## config.mk

```make
export PLATFORM = sky130hd
export DESIGN_NAME = xc_aessub_flat
export DESIGN_NICKNAME = d
export VERILOG_FILES = /design/src/rtl/xc_aessub_if.sv /design/src/rtl/xc_aessub.sv /design/src/flat_wrapper.sv
export SDC_FILE = /design/constraint.sdc
export NUM_CORES = 1
export LEC_CHECK = 0
export ABC_AREA = 1
export BUFFER_PORTS_ARGS = -buffer_cell sky130_fd_sc_hd__buf_4
export CAP_MARGIN = 20
export CORE_MARGIN = 2
export CORE_UTILIZATION = 29
export CTS_CLUSTER_SIZE = 12
export DETAILED_ROUTE_END_ITERATION = 12
export PLACE_DENSITY = 0.49
export SLEW_MARGIN = 20
export SYNTH_ARGS = -nofsm -noshare
export SYNTH_HDL_FRONTEND = slang
export SYNTH_SLANG_ARGS = --single-unit
export TNS_END_PERCENT = 5
```

## constraint.sdc

```tcl
create_clock -name clock -period 36.9 [get_ports clock]
set_input_delay 3.69 -clock clock [delete_from_list [all_inputs] [get_ports clock]]
set_output_delay 3.69 -clock clock [all_outputs]
set_load 0.005 [all_outputs]
```

## src/rtl/xc_aessub_if.sv

```systemverilog
// Operand/result bundle for the AES SubBytes unit. The issuing pipeline is the
// master; the SubBytes unit is the slave.
interface xc_aessub_if;
    logic        flush;
    logic [31:0] flush_data;
    logic        valid;
    logic [31:0] rs1;
    logic [31:0] rs2;
    logic        enc;
    logic        ready;
    logic [31:0] result;

    modport master (
        output flush, flush_data, valid, rs1, rs2, enc,
        input  ready, result
    );

    modport slave (
        input  flush, flush_data, valid, rs1, rs2, enc,
        output ready, result
    );
endinterface

```

## src/rtl/xc_aessub.sv

```systemverilog
// xc_aessub: AES SubBytes instruction unit. One shared S-box is stepped over
// four byte lanes by a 2-bit state counter; each instruction takes 4 cycles.
//
// state | meaning
// ST_B0 | substituting rs1[7:0],   result stored in r_0
// ST_B1 | substituting rs1[15:8],  result stored in r_1
// ST_B2 | substituting rs2[23:16], result stored in r_2
// ST_B3 | substituting rs2[31:24], word presented with ready
module xc_aessub (
    input  logic       clock,
    input  logic       reset,
    xc_aessub_if.slave bus
);

    typedef enum logic [1:0] {
        ST_B0 = 2'd0,
        ST_B1 = 2'd1,
        ST_B2 = 2'd2,
        ST_B3 = 2'd3
    } state_t;

    state_t     fsm;
    state_t     fsm_nxt;
    logic       load;
    logic [7:0] r_0;
    logic [7:0] r_1;
    logic [7:0] r_2;
    logic [7:0] core_in;
    logic [7:0] inv_in;
    logic [7:0] inv_out;
    logic [7:0] core_out;
    logic       unused_bits;

    // Only the addressed byte of each operand feeds the datapath.
    assign unused_bits = ^{bus.flush_data[31:8], bus.rs1[31:16], bus.rs2[15:0]};

    function automatic logic [7:0] gf_mul(input logic [7:0] a, input logic [7:0] b);
        logic [7:0] p;
        logic [7:0] t;
        p = 8'h00;
        t = a;
        for (int i = 0; i < 8; i++) begin
            if (b[i]) p = p ^ t;
            t = {t[6:0], 1'b0} ^ (t[7] ? 8'h1b : 8'h00);
        end
        return p;
    endfunction

    // Multiplicative inverse as a^254 (a^2 * a^4 * ... * a^128); 0 maps to 0
    // naturally because every partial product stays 0.
    function automatic logic [7:0] gf_inv(input logic [7:0] a);
        logic [7:0] acc;
        logic [7:0] sq;
        acc = 8'h01;
        sq  = a;
        for (int i = 1; i < 8; i++) begin
            sq  = gf_mul(sq, sq);
            acc = gf_mul(acc, sq);
        end
        return acc;
    endfunction

    function automatic logic [7:0] aff_fwd(input logic [7:0] a);
        return a ^ {a[6:0], a[7]} ^ {a[5:0], a[7:6]} ^ {a[4:0], a[7:5]}
                 ^ {a[3:0], a[7:4]} ^ 8'h63;
    endfunction

    function automatic logic [7:0] aff_inv(input logic [7:0] a);
        return {a[6:0], a[7]} ^ {a[4:0], a[7:5]} ^ {a[1:0], a[7:2]} ^ 8'h05;
    endfunction

    // Byte lane selection and the shared S-box; the field inverter is common
    // to both directions, only the affine stage moves around it.
    always_comb begin
        core_in = bus.rs1[7:0];
        case (fsm)
            ST_B0: core_in = bus.rs1[7:0];
            ST_B1: core_in = bus.rs1[15:8];
            ST_B2: core_in = bus.rs2[23:16];
            ST_B3: core_in = bus.rs2[31:24];
            default: core_in = bus.rs1[7:0];
        endcase
        inv_in   = bus.enc ? core_in : aff_inv(core_in);
        inv_out  = gf_inv(inv_in);
        core_out = bus.enc ? aff_fwd(inv_out) : inv_out;
    end

    // State register.
    always_ff @(posedge clock or negedge reset) begin
        if (!reset) fsm <= ST_B0;
        else        fsm <= fsm_nxt;
    end

    // Next state, byte-register load enable and gated outputs.
    always_comb begin
        fsm_nxt    = fsm;
        load       = 1'b0;
        bus.ready  = 1'b0;
        bus.result = 32'h0;
        if (bus.flush) begin
            fsm_nxt = ST_B0;
        end else if (bus.valid) begin
            load    = (fsm != ST_B3);
            fsm_nxt = state_t'(fsm + 2'd1);
        end
        if (bus.valid && (fsm == ST_B3)) begin
            bus.ready  = 1'b1;
            bus.result = {core_out, r_2, r_1, r_0};
        end
    end

    // Partial result bytes; flush seeds them with flush_data[7:0].
    always_ff @(posedge clock or negedge reset) begin
        if (!reset) begin
            r_0 <= 8'h00;
            r_1 <= 8'h00;
            r_2 <= 8'h00;
        end else if (bus.flush) begin
            r_0 <= bus.flush_data[7:0];
            r_1 <= bus.flush_data[7:0];
            r_2 <= bus.flush_data[7:0];
        end else if (load) begin
            case (fsm)
                ST_B0:   r_0 <= core_out;
                ST_B1:   r_1 <= core_out;
                ST_B2:   r_2 <= core_out;
                default: ;
            endcase
        end
    end

endmodule

```

## src/flat_wrapper.sv

```systemverilog
// flat-port wrapper written by rule: the top's interface ports become plain ports
module xc_aessub_flat 
  (clock, reset, bus_flush, bus_flush_data, bus_valid, bus_rs1, bus_rs2, bus_enc, bus_ready, bus_result);
  xc_aessub_if bus_i ();
  input  logic clock;
  input  logic reset;
  input wire logic [$bits(bus_i.flush)-1:0] bus_flush;
  input wire logic [$bits(bus_i.flush_data)-1:0] bus_flush_data;
  input wire logic [$bits(bus_i.valid)-1:0] bus_valid;
  input wire logic [$bits(bus_i.rs1)-1:0] bus_rs1;
  input wire logic [$bits(bus_i.rs2)-1:0] bus_rs2;
  input wire logic [$bits(bus_i.enc)-1:0] bus_enc;
  output wire logic [$bits(bus_i.ready)-1:0] bus_ready;
  output wire logic [$bits(bus_i.result)-1:0] bus_result;
  assign bus_i.flush = bus_flush;
  assign bus_i.flush_data = bus_flush_data;
  assign bus_i.valid = bus_valid;
  assign bus_i.rs1 = bus_rs1;
  assign bus_i.rs2 = bus_rs2;
  assign bus_i.enc = bus_enc;
  assign bus_ready = bus_i.ready;
  assign bus_result = bus_i.result;
  xc_aessub u_core (.clock(clock), .reset(reset), .bus(bus_i));
endmodule
```

**Word level (Yosys, flattened, before mapping)**

Cells that the tools add are included.

- Bits in registers: 26
- Input port bits: 101

- $add $sub $neg: 1
- Equal/unequal tests: 4
- Mux-type cells: 221
- Bitwise operators: 197
- Reduce and logical (&&, ||, !) cells: 10

Operators by type and width:

| kind | count |
|---|---|
| 8-bit bitwise XOR | 188 |
| 8-bit two-way mux | 116 |
| 5-bit two-way mux | 92 |
| 32-bit two-way mux | 1 |
| 8-bit one-hot mux with 4 select lines | 1 |
| 2-bit nonzero test | 5 |
| 7-bit two-way mux | 1 |
| 1-bit NOT, first input constant | 7 |
| 2-bit two-way mux | 3 |
| 6-bit two-way mux | 1 |
| 2-bit AND reduction | 3 |
| 2-bit == test, second input constant | 2 |
| 1-bit two-way mux | 4 |
| 4-bit two-way mux | 1 |
| 4-bit NOT | 1 |
| 3-bit two-way mux | 1 |
| 2-bit by 1-bit adder with 2-bit output, second input constant | 1 |
| 2-bit by 1-bit == test with 1-bit output, second input constant | 1 |
| 2-bit logical NOT | 1 |
| 2-bit != test, second input constant | 1 |
| 2-bit NOT | 1 |
| 1-bit logical AND | 1 |

**Longest topological paths before layout**

Gate-level depths: netlist of run 1.

- Depth after elaboration: 142
- Mapped depth: 146
- Mapped depth without buffers: 141

**Least setup slack after synthesis of run 1**

Ideal clock, no wire load.

- Path kind: in2out
- From: input bus_rs2[22]
- To: output bus_result[24]
- Data arrival time: 15.614 ns
- Path slack: 17.596 ns
- Cell stages on the path: 103
- Buffers on the path: 7
- Cell sequence: nand2_1 nand2_1 nor2_1 nor2_1 nand2_1 nand3_1 nand2_1 a21oi_2 buf_2 ha_1 nand3_1 nand3_1 nand2_1 nand2_1 inv_1 nand3_1 nand2_4 inv_4 [... 67 more ...] nand2_1 inv_1 nand2_1 nand2_1 nand2_1 nand2_2 nand2_1 xnor2_1 or2_1 nand3_1 nand2_2 xnor2_1 nand2_1 nand2_1 nand2_1 nand3_1 nand3_2 a21oi_1

- Longest elaborated chain between the ends: 135

Ends and longest elaborated chain:

| what | RTL line | text |
|---|---|---|
| start, declared | flat_wrapper.sv:11 | `input wire logic [$bits(bus_i.rs2)-1:0] bus_rs2;` |
| 8-bit one-hot mux with 4 select lines * | xc_aessub.sv:76 | `case (fsm)` |
| 8-bit bitwise XOR (2 in series) | xc_aessub.sv:69 | `return {a[6:0], a[7]} ^ {a[4:0], a[7:5]} ^ {a[1:0], a[7:2]} ^ 8'h05;` |
| 8-bit two-way mux * | xc_aessub.sv:83 | `inv_in = bus.enc ? core_in : aff_inv(core_in);` |
| 5-bit two-way mux or 8-bit two-way mux (tied branches) | xc_aessub.sv:44, xc_aessub.sv:43 |  |
| 8-bit bitwise XOR, on equally long branches | xc_aessub.sv:44, xc_aessub.sv:43 |  |
| 8-bit bitwise XOR or 8-bit two-way mux (tied branches) | xc_aessub.sv:43 | `if (b[i]) p = p ^ t;` |
| 8-bit two-way mux or 8-bit bitwise XOR (tied branches) | xc_aessub.sv:43 |  |
| 8-bit bitwise XOR or 8-bit two-way mux (tied branches) | xc_aessub.sv:43 |  |
| [... 116 more ...] | - |  |
| 8-bit two-way mux | xc_aessub.sv:43 |  |
| 8-bit bitwise XOR | xc_aessub.sv:43 |  |
| 8-bit two-way mux * | xc_aessub.sv:43 |  |
| 8-bit bitwise XOR (3 in series) | xc_aessub.sv:64 | `return a ^ {a[6:0], a[7]} ^ {a[5:0], a[7:6]} ^ {a[4:0], a[7:5]}` |
| 8-bit bitwise XOR | xc_aessub.sv:65 | `^ {a[3:0], a[7:4]} ^ 8'h63;` |
| 4-bit NOT (no line) | - |  |
| 8-bit two-way mux * | xc_aessub.sv:85 | `core_out = bus.enc ? aff_fwd(inv_out) : inv_out;` |
| 32-bit two-way mux * | xc_aessub.sv:106 | `if (bus.valid && (fsm == ST_B3)) begin` |
| end, declared | flat_wrapper.sv:14 | `output wire logic [$bits(bus_i.result)-1:0] bus_result;` |

Every way passes the cells marked *; elsewhere a longest branch is shown, timed or not.

**Final worst setup path of run 1**

- From: input bus_enc
- To: output bus_result[24]

- Longest elaborated chain between the ends: 132

Ends and longest elaborated chain:

| what | RTL line | text |
|---|---|---|
| start, declared | flat_wrapper.sv:12 | `input wire logic [$bits(bus_i.enc)-1:0] bus_enc;` |
| 8-bit two-way mux | xc_aessub.sv:83 |  |
| 5-bit two-way mux, or another cell as far along | xc_aessub.sv:44 | `t = {t[6:0], 1'b0} ^ (t[7] ? 8'h1b : 8'h00);` |
| 8-bit bitwise XOR, on equally long branches | xc_aessub.sv:44, xc_aessub.sv:43 |  |
| 8-bit bitwise XOR or 8-bit two-way mux (tied branches) | xc_aessub.sv:43 |  |
| 8-bit two-way mux or 8-bit bitwise XOR (tied branches) | xc_aessub.sv:43 |  |
| 8-bit bitwise XOR or 8-bit two-way mux (tied branches) | xc_aessub.sv:43 |  |
| 8-bit two-way mux or 8-bit bitwise XOR (tied branches) | xc_aessub.sv:43 |  |
| 8-bit bitwise XOR or 8-bit two-way mux (tied branches) | xc_aessub.sv:43 |  |
| [... 114 more ...] | - |  |
| 8-bit two-way mux | xc_aessub.sv:43 |  |
| 8-bit bitwise XOR | xc_aessub.sv:43 |  |
| 8-bit two-way mux | xc_aessub.sv:43 |  |
| 8-bit bitwise XOR (3 in series) | xc_aessub.sv:64 |  |
| 8-bit bitwise XOR | xc_aessub.sv:65 |  |
| 4-bit NOT (no line) | - |  |
| 8-bit two-way mux * | xc_aessub.sv:85 |  |
| 32-bit two-way mux * | xc_aessub.sv:106 |  |

Marked as above.

==> reports/qor_table.md, run 1 <==
| Metric | This run |
|---|---|
| Top fanout value on the critical path | 29 |
| Count of buffers added by post-CTS timing repair for setup | 0 |
| Number of hold violations in the final report | 0 |
| Measured slew at the worst slew-check pin | 969 ps |
| R2R setup slack | 19,400 ps |
| Overall overflow remaining after global route | 0 |
| Area overhead of the layout relative to synthesis | 5.97% |
| Max Root-Sink Buffers | 2 |
| Worst path required time | 33,210 ps |
| Share of post-route cells with drive strength above 1 | 0.0980 |
| Most used flip-flop cell after synthesis | dfrtp_1 |
| Core area | 0.0732 mm² |
| DP HPWL | 56.9 mm |
| Post-cts gate resize count | 0 |
| Top routing layer in use | met4 |
| Diodes inserted | 0 |
| FP Rows | 99 |
| Count of boundary I/O pins | 134 |
| Netlist area before placement | 0.0215 mm² |
| Antenna Nets Post-Route | 0 |
| Mean instance size in the synthesized netlist | 4.78 µm² |
| Register-to-Register Path Depth | 116 |
| DIE HEIGHT | 277 µm |
| Endpoint of the worst register-to-register path | u_core.r_0[2] |
| Routability-driven placement congestion ratio | 0.875 |
| Wire length after detailed routing | 73.5 mm |
| Worst flop-to-flop path startpoint | u_core.fsm[0] |
| Instance count after placement with tap cells included | 5,444 |
| Overall Global Routing Usage | 0.185 |
| CTS sink count | 26 |
| Peak per-stage delay on the critical path | 800 ps |
| Number of cells on the worst hold path | 2 |
| Crit Path Class | primary input to output port |
| Most frequent cell on the critical path | nand2_1 |
| Number of setup violations in the final report | 0 |
| Setup_tns | 0 ps |
| DR DRC count | 0 |
| Wire length on met2 | 33.9 mm |
| Sequential share of the synthesized area | 0.0302 |
| Worst setup SP type | primary input |
| Count of input and output buffers | 77 |
| Wire length the detailed router placed on met1 | 35.6 mm |
| Number of flops mapped to enable cells by yosys | 0 |
| Via density per instance | 4.92 |
| Launch point of the critical path | bus_enc |
| Pre-antenna DRT Iters | 6 |
| Tmin final | 24,380 ps |
| CTS Hold Buffers Added | 0 |
| Clock latency at the later pin of the worst-skew pair | 260 ps |
| Synth unique cells | 45 |
| Clock Root Buffer | clkbuf_16 |
| Final worst clock skew | 1.68 ps |
| Final net count | 4,602 |
| Number of buffers created by CTS | 3 |
| Number of antenna violations at the first check in global routing | 0 |
| Worst hold endpoint | u_core.r_1[1] |
| Clock transition at the registers of the reported paths | 70 ps |
| Buf/Inv on CP | 19 |
| Yosys Warn Count | 0 |
| Starting utilization of the core area | 0.294 |
| Classification of the worst-slack hold path | flop to flop |
| Max stage delay cell, worst path | clkinv_1 |
| Slew HR | 0.350 |
| Share of flip-flops with an asynchronous set or reset | 1.00 |
| Via Count | 26,785 |
| Syn_nets | 4,614 |
| 1st-iter DRT viols | 1,854 |
| HP Start | u_core.r_1[1] |
| TritonCTS clock tree | yes |
| Max-cap check violation count | 0 |
| Number of fill cells in the layout | 8,588 |
| Vias in the first global route | 24,250 |
| Delay-heaviest family, CP | simple AND/OR/NAND/NOR gates |
| Setup crit end kind | output port |
| Share of the clock period used by the worst path after layout | 0.661 |
| Cells after Synth | 4,502 |
| Max Transition Viols Final | 0 |
| Critical path arrival | 20,690 ps |
| Maximum frequency from static timing analysis | 41.0 MHz |
| Unrepaired setup endpoints after global routing | false |
| Depth of the CTS H-tree | 1 |
| DIE AREA | 0.0765 mm² |
| Largest net degree at the start of global routing | 34 |
| Width of the die | 277 µm |
| First-pass GRT wire length | 121 mm |
| Final Non-Filler Cells | 5,448 |
| Per-cell routed wire length | 13.5 µm |
| Detailed-routed wire length on met3 | 2.79 mm |
| Result of the run | completed |
| Register bit total from synthesis | 26 |
[worst reg2reg max path, delay by kind of cell (launching register included)]
kind / cells / cell delay, ps
AO/OA/AOI/OAI: 3 / 250
XOR/XNOR: 1 / 370
adder cells (fa/ha/maj): 3 / 1160
buffers and inverters: 17 / 2560
flip-flops: 1 / 410
AND/OR/NAND/NOR: 92 / 12600
[worst max path at each step]
stage                     endpoint  slack, ps  cells past startpoint
global route        bus_result[24]      10610                    109
floorplan           bus_result[24]      17600                    103
global placement    bus_result[24]      13000                     96
CTS                 bus_result[24]      12860                    109
detailed placement  bus_result[24]      12910                    109
finish              bus_result[24]      12520                    107
[layer usage]
| metal | up-vias | GRT usage |
|---|---|---|
| met5 | - | 0 |
| met4 | 0 | 0.0342 |
| met3 | 68 | 0.00617 |
| met2 | 565 | 0.322 |
| met1 | 12060 | 0.256 |
| li1 | 14092 | - |
[kinds of logic after synthesis]
group	count (synthesis)	share of synthesized area
xor gates and xnor gates	184	0.0849
buffers and inverters	617	0.121
and+or+nand+nor	3525	0.716
AOI/OAI and AO/OA	139	0.0407
DFF	26	0.0302
adders and majority gates	11	0.00639
[layout make-up]
type                       instances  area (µm²)  area share
timing repair buffer              89         668      0.0293
multi-input combinational       3859       18300       0.801
clock buffer                       3        75.1     0.00329
clock inverter                     1        30.0     0.00132
tap                              959        1200      0.0526
sequential                        26         651      0.0285
inverter                         511        1930      0.0844
[placed cells by master (no fill, tap or decap), drive strengths merged]
master  netlist  layout
nand4        62      62
a211oi        1       1
bufinv        0       1
a21oi        24      24
nor2        312     312
nor3          3       3
xor2        111     111
o21ai        71      71
ha           11      11
xnor3         1       1
o211ai       10      10
xnor2        71      71
nand2      2273    2273
a21o          4       4
o22ai         4       4
and2          1       1
xor3          1       1
nand3b       60      60
clkinv       13      14
clkbuf       10       3
or2          27      27
dfrtp        26      26
buf          96      89
o21bai       25      25
nand3       787     787
inv         498     497
[flip-flops by register name, summed over array words and instances (netlist names)]
signal,count
u_core.fsm,2
u_core.r_1,8
u_core.r_2,8
u_core.r_0,8
[per-stage QoR]
stage / worst slack, ps / cell area [µm²] / hold slack [ps] / utilization
floorplan: 17600 / 21500 / 449 / -
global placement: 13000 / 22700 / 465 / 0.310
detailed placement: 12910 / 22700 / 466 / 0.310
CTS: 12860 / 22800 / 485 / 0.312
global route: 10610 / 22800 / 502 / 0.312
finish: 12520 / 22800 / 483 / 0.312
[cell usage after synthesis, drive strengths merged (11+ instances only)]
| cell | instances | share of area |
|---|---|---|
| o21bai | 25 | 0.0094 |
| o21ai | 71 | 0.017 |
| ha | 11 | 0.0064 |
| buf | 96 | 0.030 |
| inv | 498 | 0.087 |
| xnor2 | 71 | 0.033 |
| nand3b | 60 | 0.021 |
| dfrtp | 26 | 0.030 |
| nand4 | 62 | 0.018 |
| a21oi | 24 | 0.0080 |
| nand3 | 787 | 0.19 |
| xor2 | 111 | 0.050 |
| nor2 | 312 | 0.060 |
| clkinv | 13 | 0.0023 |
| or2 | 27 | 0.0078 |
| nand2 | 2273 | 0.42 |
Power of run 1 is not shown: default switching activity piles up to over one toggle a cycle in this logic, so the estimate is an artifact.
==> run 2: changes to the inputs <==
--- a/config.mk
+++ b/config.mk
@@ -5,7 +5,7 @@
 export SDC_FILE = /design/constraint.sdc
 export NUM_CORES = 1
 export LEC_CHECK = 0
-export ABC_AREA = 1
+export ABC_AREA = 0
 export BUFFER_PORTS_ARGS = -buffer_cell sky130_fd_sc_hd__buf_4
 export CAP_MARGIN = 20
 export CORE_MARGIN = 2
==> constraint.sdc (replaced) <==
create_clock -name clock -period 23.5 [get_ports clock]
set_input_delay 2.35 -clock clock [delete_from_list [all_inputs] [get_ports clock]]
set_output_delay 2.35 -clock clock [all_outputs]
set_load 0.005 [all_outputs]
==> run 2 against run 1 <==
  * Setup slack worse by 11000 ps
  * Core utilization increased by 1.2 points
  * Sequential share of layout area grew 0.49 points
  * Count of clock-buffer cells in the layout did not move
  * Design area down 15%
  * Global-route usage fell by 2.2 points
  * Worst hold slack improved by 5.0 ps
  * Flip-flop and latch count is the same
  * Non-clock buffer count increased by 97
  * Largest cell class unchanged
  * Highest routed layer unchanged
==> reports/qor_table.md, run 2 <==
| Metric | This run | vs previous |
|---|---|---|
| Result of the run | completed |  |
| Worst path required time | 21,150 ps | -12,060 ps |
| CTS sink count | 26 | unchanged |
| Register bit total from synthesis | 26 | unchanged |
| Overall overflow remaining after global route | 0 | unchanged |
| Sequential share of the synthesized area | 0.0370 | +0.00679 |
| DIE HEIGHT | 250 µm | -9.5% |
| Area overhead of the layout relative to synthesis | 10.9% |  |
| 1st-iter DRT viols | 1,127 | -39% |
| Number of flops mapped to enable cells by yosys | 0 | unchanged |
| Classification of the worst-slack hold path | flop to flop |  |
| Count of boundary I/O pins | 134 | unchanged |
| Worst setup SP type | primary input |  |
| Most frequent cell on the critical path | xnor2_1 |  |
| Per-cell routed wire length | 17.0 µm | +26% |
| FP Rows | 90 | -9.1% |
| Starting utilization of the core area | 0.292 | -0.00179 |
| TritonCTS clock tree | yes |  |
| Setup crit end kind | output port |  |
| DR DRC count | 0 | unchanged |
| Measured slew at the worst slew-check pin | 998 ps | +28.2 ps |
| Ranking of synthesized cells by instance count | xnor2_1 (445), nor2_1 (353), nand2_1 (198) |  |
| Yosys Warn Count | 0 | unchanged |
| Via Count | 16,337 | -39% |
| Clock latency at the later pin of the worst-skew pair | 260 ps | about the same |
| Clock transition at the registers of the reported paths | 70 ps | about the same |
| Share of the clock period used by the worst path after layout | 0.953 |  |
| Diodes inserted | 0 | unchanged |
| Mean instance size in the synthesized netlist | 7.63 µm² | +60% |
| Synth unique cells | 106 | +140% |
| Biggest regs | u_core.r_0 (8), u_core.r_1 (8), u_core.r_2 (8) |  |
| Antenna Nets Post-Route | 0 | unchanged |
| Max Root-Sink Buffers | 2 | unchanged |
| Share of flip-flops with an asynchronous set or reset | 1.00 | unchanged |
| Most frequent cells in the layout | xnor2_1 (419), nor2_1 (352), nand2_1 (198), buf_4 (186), a21oi_1 (119) |  |
| Biggest area consumer among synthesized cells | xnor2_1 |  |
| DIE AREA | 0.0626 mm² | -18% |
| Vias in the first global route | 15,515 | -36% |
| Via density per instance | 5.23 | +6.3% |
| Slew HR | 0.330 | -0.0196 |
| Syn_nets | 2,415 | -48% |
| First-pass GRT wire length | 85.9 mm | -29% |
| Pre-antenna DRT Iters | 5 | -1 |
| Width of the die | 250 µm | -9.5% |
| Final worst clock skew | 7.32 ps | +5.63 ps |
| WHS | 488 ps | +5.01 ps |
| Final Non-Filler Cells | 3,125 | -43% |
| DP HPWL | 39.6 mm | -30% |
| Synth top area share | 0.222 | -0.147 |
| Netlist area before placement | 0.0176 mm² | -18% |
| Wire length after detailed routing | 53.1 mm | -28% |
| Number of setup violations in the final report | 0 | unchanged |
| Overall Global Routing Usage | 0.164 | -0.0216 |
| Most used flip-flop cell after synthesis | dfrtp_1 |  |
| Tmin final | 22,400 ps |  |
| Cells after Synth | 2,303 | -49% |
| Clock Root Buffer | clkbuf_16 |  |
| Peak per-stage delay on the critical path | 640 ps | -160 ps |
| Count leader, synth | xnor2_1 |  |
| Routability-driven placement congestion ratio | 0.835 | -4.5% |
| Number of buffers created by CTS | 3 | unchanged |
| Cell types occupying the most area after synthesis | xnor2_1 (22%), xnor3_1 (8.1%), nor2_1 (7.5%) |  |
| Critical path arrival | 20,050 ps | -640 ps |
| Max stage delay cell, worst path | xnor3_4 |  |
| Max Transition Viols Final | 0 | unchanged |
| Max-cap check violation count | 0 | unchanged |
| Largest net degree at the start of global routing | 36 | +5.9% |
| Most common cell after layout, fill and taps aside | xnor2_1 |  |
| Number of antenna violations at the first check in global routing | 0 | unchanged |
| Instance count after placement with tap cells included | 3,117 | -43% |
| Crit Path Class | primary input to output port |  |
| Share of post-route cells with drive strength above 1 | 0.160 | +0.0620 |
| Core area | 0.0601 mm² | -18% |
| Maximum frequency from static timing analysis | 44.6 MHz |  |
| Top fanout value on the critical path | 25 | -14% |
| Number of hold violations in the final report | 0 | unchanged |
| Count of input and output buffers | 77 | unchanged |
| Depth of the CTS H-tree | 1 | unchanged |
| Final net count | 2,456 | -47% |
run 2: cell count changes after synthesis, moves of 68 or more:
cell     change
a21oi_1    +101
xnor2_1    +386
inv_2       -82
nand2_1   -1920
nand2_2    -130
nor2_1      +68
inv_1      -384
nand3_1    -717
run 2: final cells by class:
class	instances	area, µm²
clock buffers	3	75.1
well taps	782	978
inverters	35	131
repair buffers	186	1400
multi-input cells	2092	16200
flip-flops and latches	26	651
clock inverters	1	30.0
fillers	6402	40600
run 2: what timing repair did:
action                                  4_1_cts  5_1_grt
buffers inserted                              0        4
endpoints found under the setup margin        0        8
hold buffers                                  0        0
gates resized for setup                       0       14
run 2: critical path, delay by kind of cell:
| kind | cells | cell delay (ps) |
|---|---|---|
| XOR/XNOR | 17 | 4870 |
| adder cells (fa/ha/maj) | 4 | 1430 |
| multiplexers | 6 | 1230 |
| buffers and inverters | 9 | 1550 |
| AND/OR/NAND/NOR | 13 | 2350 |
| AO/OA/AOI/OAI | 23 | 6220 |
run 2: metrics by stage:
step	util	TNS, ps	instance area, µm²	setup slack [ps]
6_report	0.324	0	19500	1100
5_1_grt	0.324	-42.6	19500	-42.6
3_3_place_gp	0.320	0	19200	551
3_5_place_dp	0.320	0	19200	230
4_1_cts	0.321	0	19300	154
2_1_floorplan	-	0	17600	3010
run 2: metal layers:
metal,global-route usage,vias up,share of wire
met2,0.279,431,0.48
li1,-,8028,-
met1,0.237,7843,0.48
met3,0.00395,35,0.038
met5,0,-,0
met4,0.0173,0,0.0071
run 2: cells by family (layout without fill, tap and decap cells):
| family | Yosys count | count (layout) | synth area share |
|---|---|---|---|
| DFF | 26 | 26 | 0.0370 |
| and+or+nand+nor | 818 | 818 | 0.209 |
| buffers and inverters | 185 | 225 | 0.0560 |
| adders and majority gates | 12 | 12 | 0.00840 |
| muxes | 68 | 68 | 0.0406 |
| xor gates and xnor gates | 710 | 710 | 0.464 |
| AOI/OAI and AO/OA | 484 | 484 | 0.185 |
run 2: final timing paths:
kind / start / slack (ps) / cells past startpoint / end
max: bus_rs2[30] / 1100 / 72 / bus_result[28]
min: u_core.r_1[1] / 490 / 2 / u_core.r_1[1]
max reg2reg: u_core.fsm[0] / 4620 / 72 / u_core.r_2[1]
min reg2reg: u_core.r_1[1] / 490 / 2 / u_core.r_1[1]
max in group asynchronous: reset / 21260 / 1 / u_core.r_2[7]
min in group asynchronous: reset / 1980 / 1 / u_core.r_2[0]
Power of run 2 is left out for the same reason.
==> run 3: changes to the inputs <==
--- a/config.mk
+++ b/config.mk
@@ -8,7 +8,7 @@
 export ABC_AREA = 0
 export BUFFER_PORTS_ARGS = -buffer_cell sky130_fd_sc_hd__buf_4
 export CAP_MARGIN = 20
-export CORE_MARGIN = 2
+export CORE_MARGIN = 4
 export CORE_UTILIZATION = 29
 export CTS_CLUSTER_SIZE = 12
 export DETAILED_ROUTE_END_ITERATION = 12
==> run 3 against run 2 <==
  * Register-to-register slack better by 90 ps
  * Die area up 3.2%
  * Via count hardly changed
  * Count of clock-buffer cells in the layout did not move
==> reports/qor_table.md, run 3 (synthesis results as in run 2) <==
| Metric | This run | vs previous |
|---|---|---|
| CTS sink count | 26 | unchanged |
| Top routing layer in use | met4 |  |
| Max-cap check violation count | 0 | unchanged |
| Wire length on met2 | 25.5 mm | +0.60% |
| Peak per-stage delay on the critical path | 690 ps | +50 ps |
| Clock latency at the later pin of the worst-skew pair | 260 ps | about the same |
| Number of setup violations in the final report | 0 | unchanged |
| Maximum frequency from static timing analysis | 44.7 MHz | +0.12% |
| Worst setup SP type | primary input |  |
| Most common cell after layout, fill and taps aside | xnor2_1 |  |
| CTS Hold Buffers Added | 0 | unchanged |
| Clock transition at the registers of the reported paths | 60 ps | about the same |
| Classification of the worst-slack hold path | flop to flop |  |
| 1st-iter DRT viols | 1,235 | +9.6% |
| DR DRC count | 0 | unchanged |
| Depth of the CTS H-tree | 1 | unchanged |
| Per-cell routed wire length | 17.5 µm | +2.6% |
| Critical path arrival | 20,030 ps | -20 ps |
| Number of hold violations in the final report | 0 | unchanged |
| Largest net degree at the start of global routing | 36 | unchanged |
| Final worst clock skew | 3.00 ps | -4.31 ps |
| Final Non-Filler Cells | 3,115 | -0.32% |
| Max Root-Sink Buffers | 2 | unchanged |
| Vias in the first global route | 15,902 | +2.5% |
| Core area | 0.0595 mm² | -1.1% |
| Setup_tns | 0 ps | unchanged |
| Detailed-routed wire length on met3 | 2.32 mm | +14% |
| Area of the multi-input gates | 0.0162 mm² | -0.33% |
| Biggest regs | u_core.r_0 (8), u_core.r_1 (8), u_core.r_2 (8) |  |
| Slew HR | 0.286 | -0.0442 |
| Area overhead of the layout relative to synthesis | 10.4% |  |
| Instance count after placement with tap cells included | 3,110 | -0.22% |
| Worst path required time | 21,150 ps | about the same |
| Number of antenna violations at the first check in global routing | 0 | unchanged |
| Count of input and output buffers | 77 | unchanged |
| Crit Path Class | primary input to output port |  |
| Post-layout util | 0.327 | +0.00242 |
| Pre-antenna DRT Iters | 7 | +2 |
| Tmin final | 22,380 ps | -25.9 ps |
| Setup crit end kind | output port |  |
| Via Count | 16,328 | -0.055% |
| FF+latch area | 651 µm² | unchanged |
| R2R setup slack | 4710 ps | +90 ps |
| Starting utilization of the core area | 0.296 | +0.00329 |
| Routability-driven placement congestion ratio | 0.832 | -0.41% |
| Antenna Nets Post-Route | 0 | unchanged |
| Wire length the detailed router placed on met1 | 26.0 mm | +2.5% |
| DIE HEIGHT | 254 µm | +1.6% |
| Clock Root Buffer | clkbuf_16 |  |
| Top fanout value on the critical path | 14 | -44% |
| Diodes inserted | 0 | unchanged |
| DIE AREA | 0.0646 mm² | +3.2% |
| Final net count | 2,455 | -0.041% |
| First-pass GRT wire length | 87.9 mm | +2.4% |
| Count of boundary I/O pins | 134 | unchanged |
| Via density per instance | 5.24 | +0.27% |
| Number of buffers created by CTS | 3 | unchanged |
| Unrepaired setup endpoints after global routing | false |  |
| FP Rows | 89 | -1.1% |
| Most frequent cells in the layout | xnor2_1 (424), nor2_1 (352), nand2_1 (198), buf_4 (185), a21oi_1 (119) |  |
| Width of the die | 254 µm | +1.6% |
| Overall overflow remaining after global route | 0 | unchanged |
| Wire length after detailed routing | 54.4 mm | +2.3% |
| Share of post-route cells with drive strength above 1 | 0.158 | -0.00249 |
| Overall Global Routing Usage | 0.161 | -0.00254 |
| Share of the clock period used by the worst path after layout | 0.952 | -0.00110 |
| DP HPWL | 40.4 mm | +2.0% |
| Max Transition Viols Final | 0 | unchanged |
| Most frequent cell on the critical path | xnor2_1 |  |
| TritonCTS clock tree | yes |  |
| Number of fill cells in the layout | 6,384 | -0.28% |
| Max stage delay cell, worst path | xnor2_1 |  |
| Measured slew at the worst slew-check pin | 1060 ps | +65.8 ps |
| Result of the run | completed |  |
[run 3: path summary, 6_finish.rpt]
check / from / to / cells past startpoint
max: bus_rs2[25] / bus_result[28] / 63
min: u_core.r_2[1] / u_core.r_2[1] / 2
max reg2reg: u_core.fsm[0] / u_core.r_1[1] / 65
min reg2reg: u_core.r_2[1] / u_core.r_2[1] / 2
max in group asynchronous: reset / u_core.r_1[5] / 1
min in group asynchronous: reset / u_core.r_1[6] / 1
[run 3: timing repair]
item                                    in CTS  in global routing
buffers inserted                             0                  1
endpoints found under the setup margin       0                  8
resized for setup                            0                  9
[run 3: critical path: cells and delay by family]
family	cells	cell delay [ps]
XOR/XNOR	32	11150
AO/OA/AOI/OAI	10	2560
AND/OR/NAND/NOR	9	1300
multiplexers	3	610
buffers and inverters	8	1450
adder cells (fa/ha/maj)	1	540
[run 3: per-layer routing]
layer  global-route usage  vias up
met1                0.236     7812
met5                    0        -
li1                     -     8040
met2                0.274      435
met4               0.0216        0
met3              0.00337       41
[run 3: layout make-up]
| cell class | count | area share |
|---|---|---|
| Tap cell | 773 | 0.0498 |
| Clock buffer | 3 | 0.00387 |
| Clock inverter | 1 | 0.00155 |
| Sequential cell | 26 | 0.0335 |
| Multi-Input combinational cell | 2092 | 0.833 |
| Inverter | 35 | 0.00677 |
| Timing Repair Buffer | 185 | 0.0715 |
[run 3: stage by stage]
stage	hold slack [ps]	area [µm²]	setup WS, ps
2_1_floorplan	441	17600	3010
3_3_place_gp	461	19200	897
3_5_place_dp	464	19200	661
4_1_cts	479	19300	615
5_1_grt	515	19400	0.979
6_report	481	19400	1120
Power of run 3 is left out for the same reason.
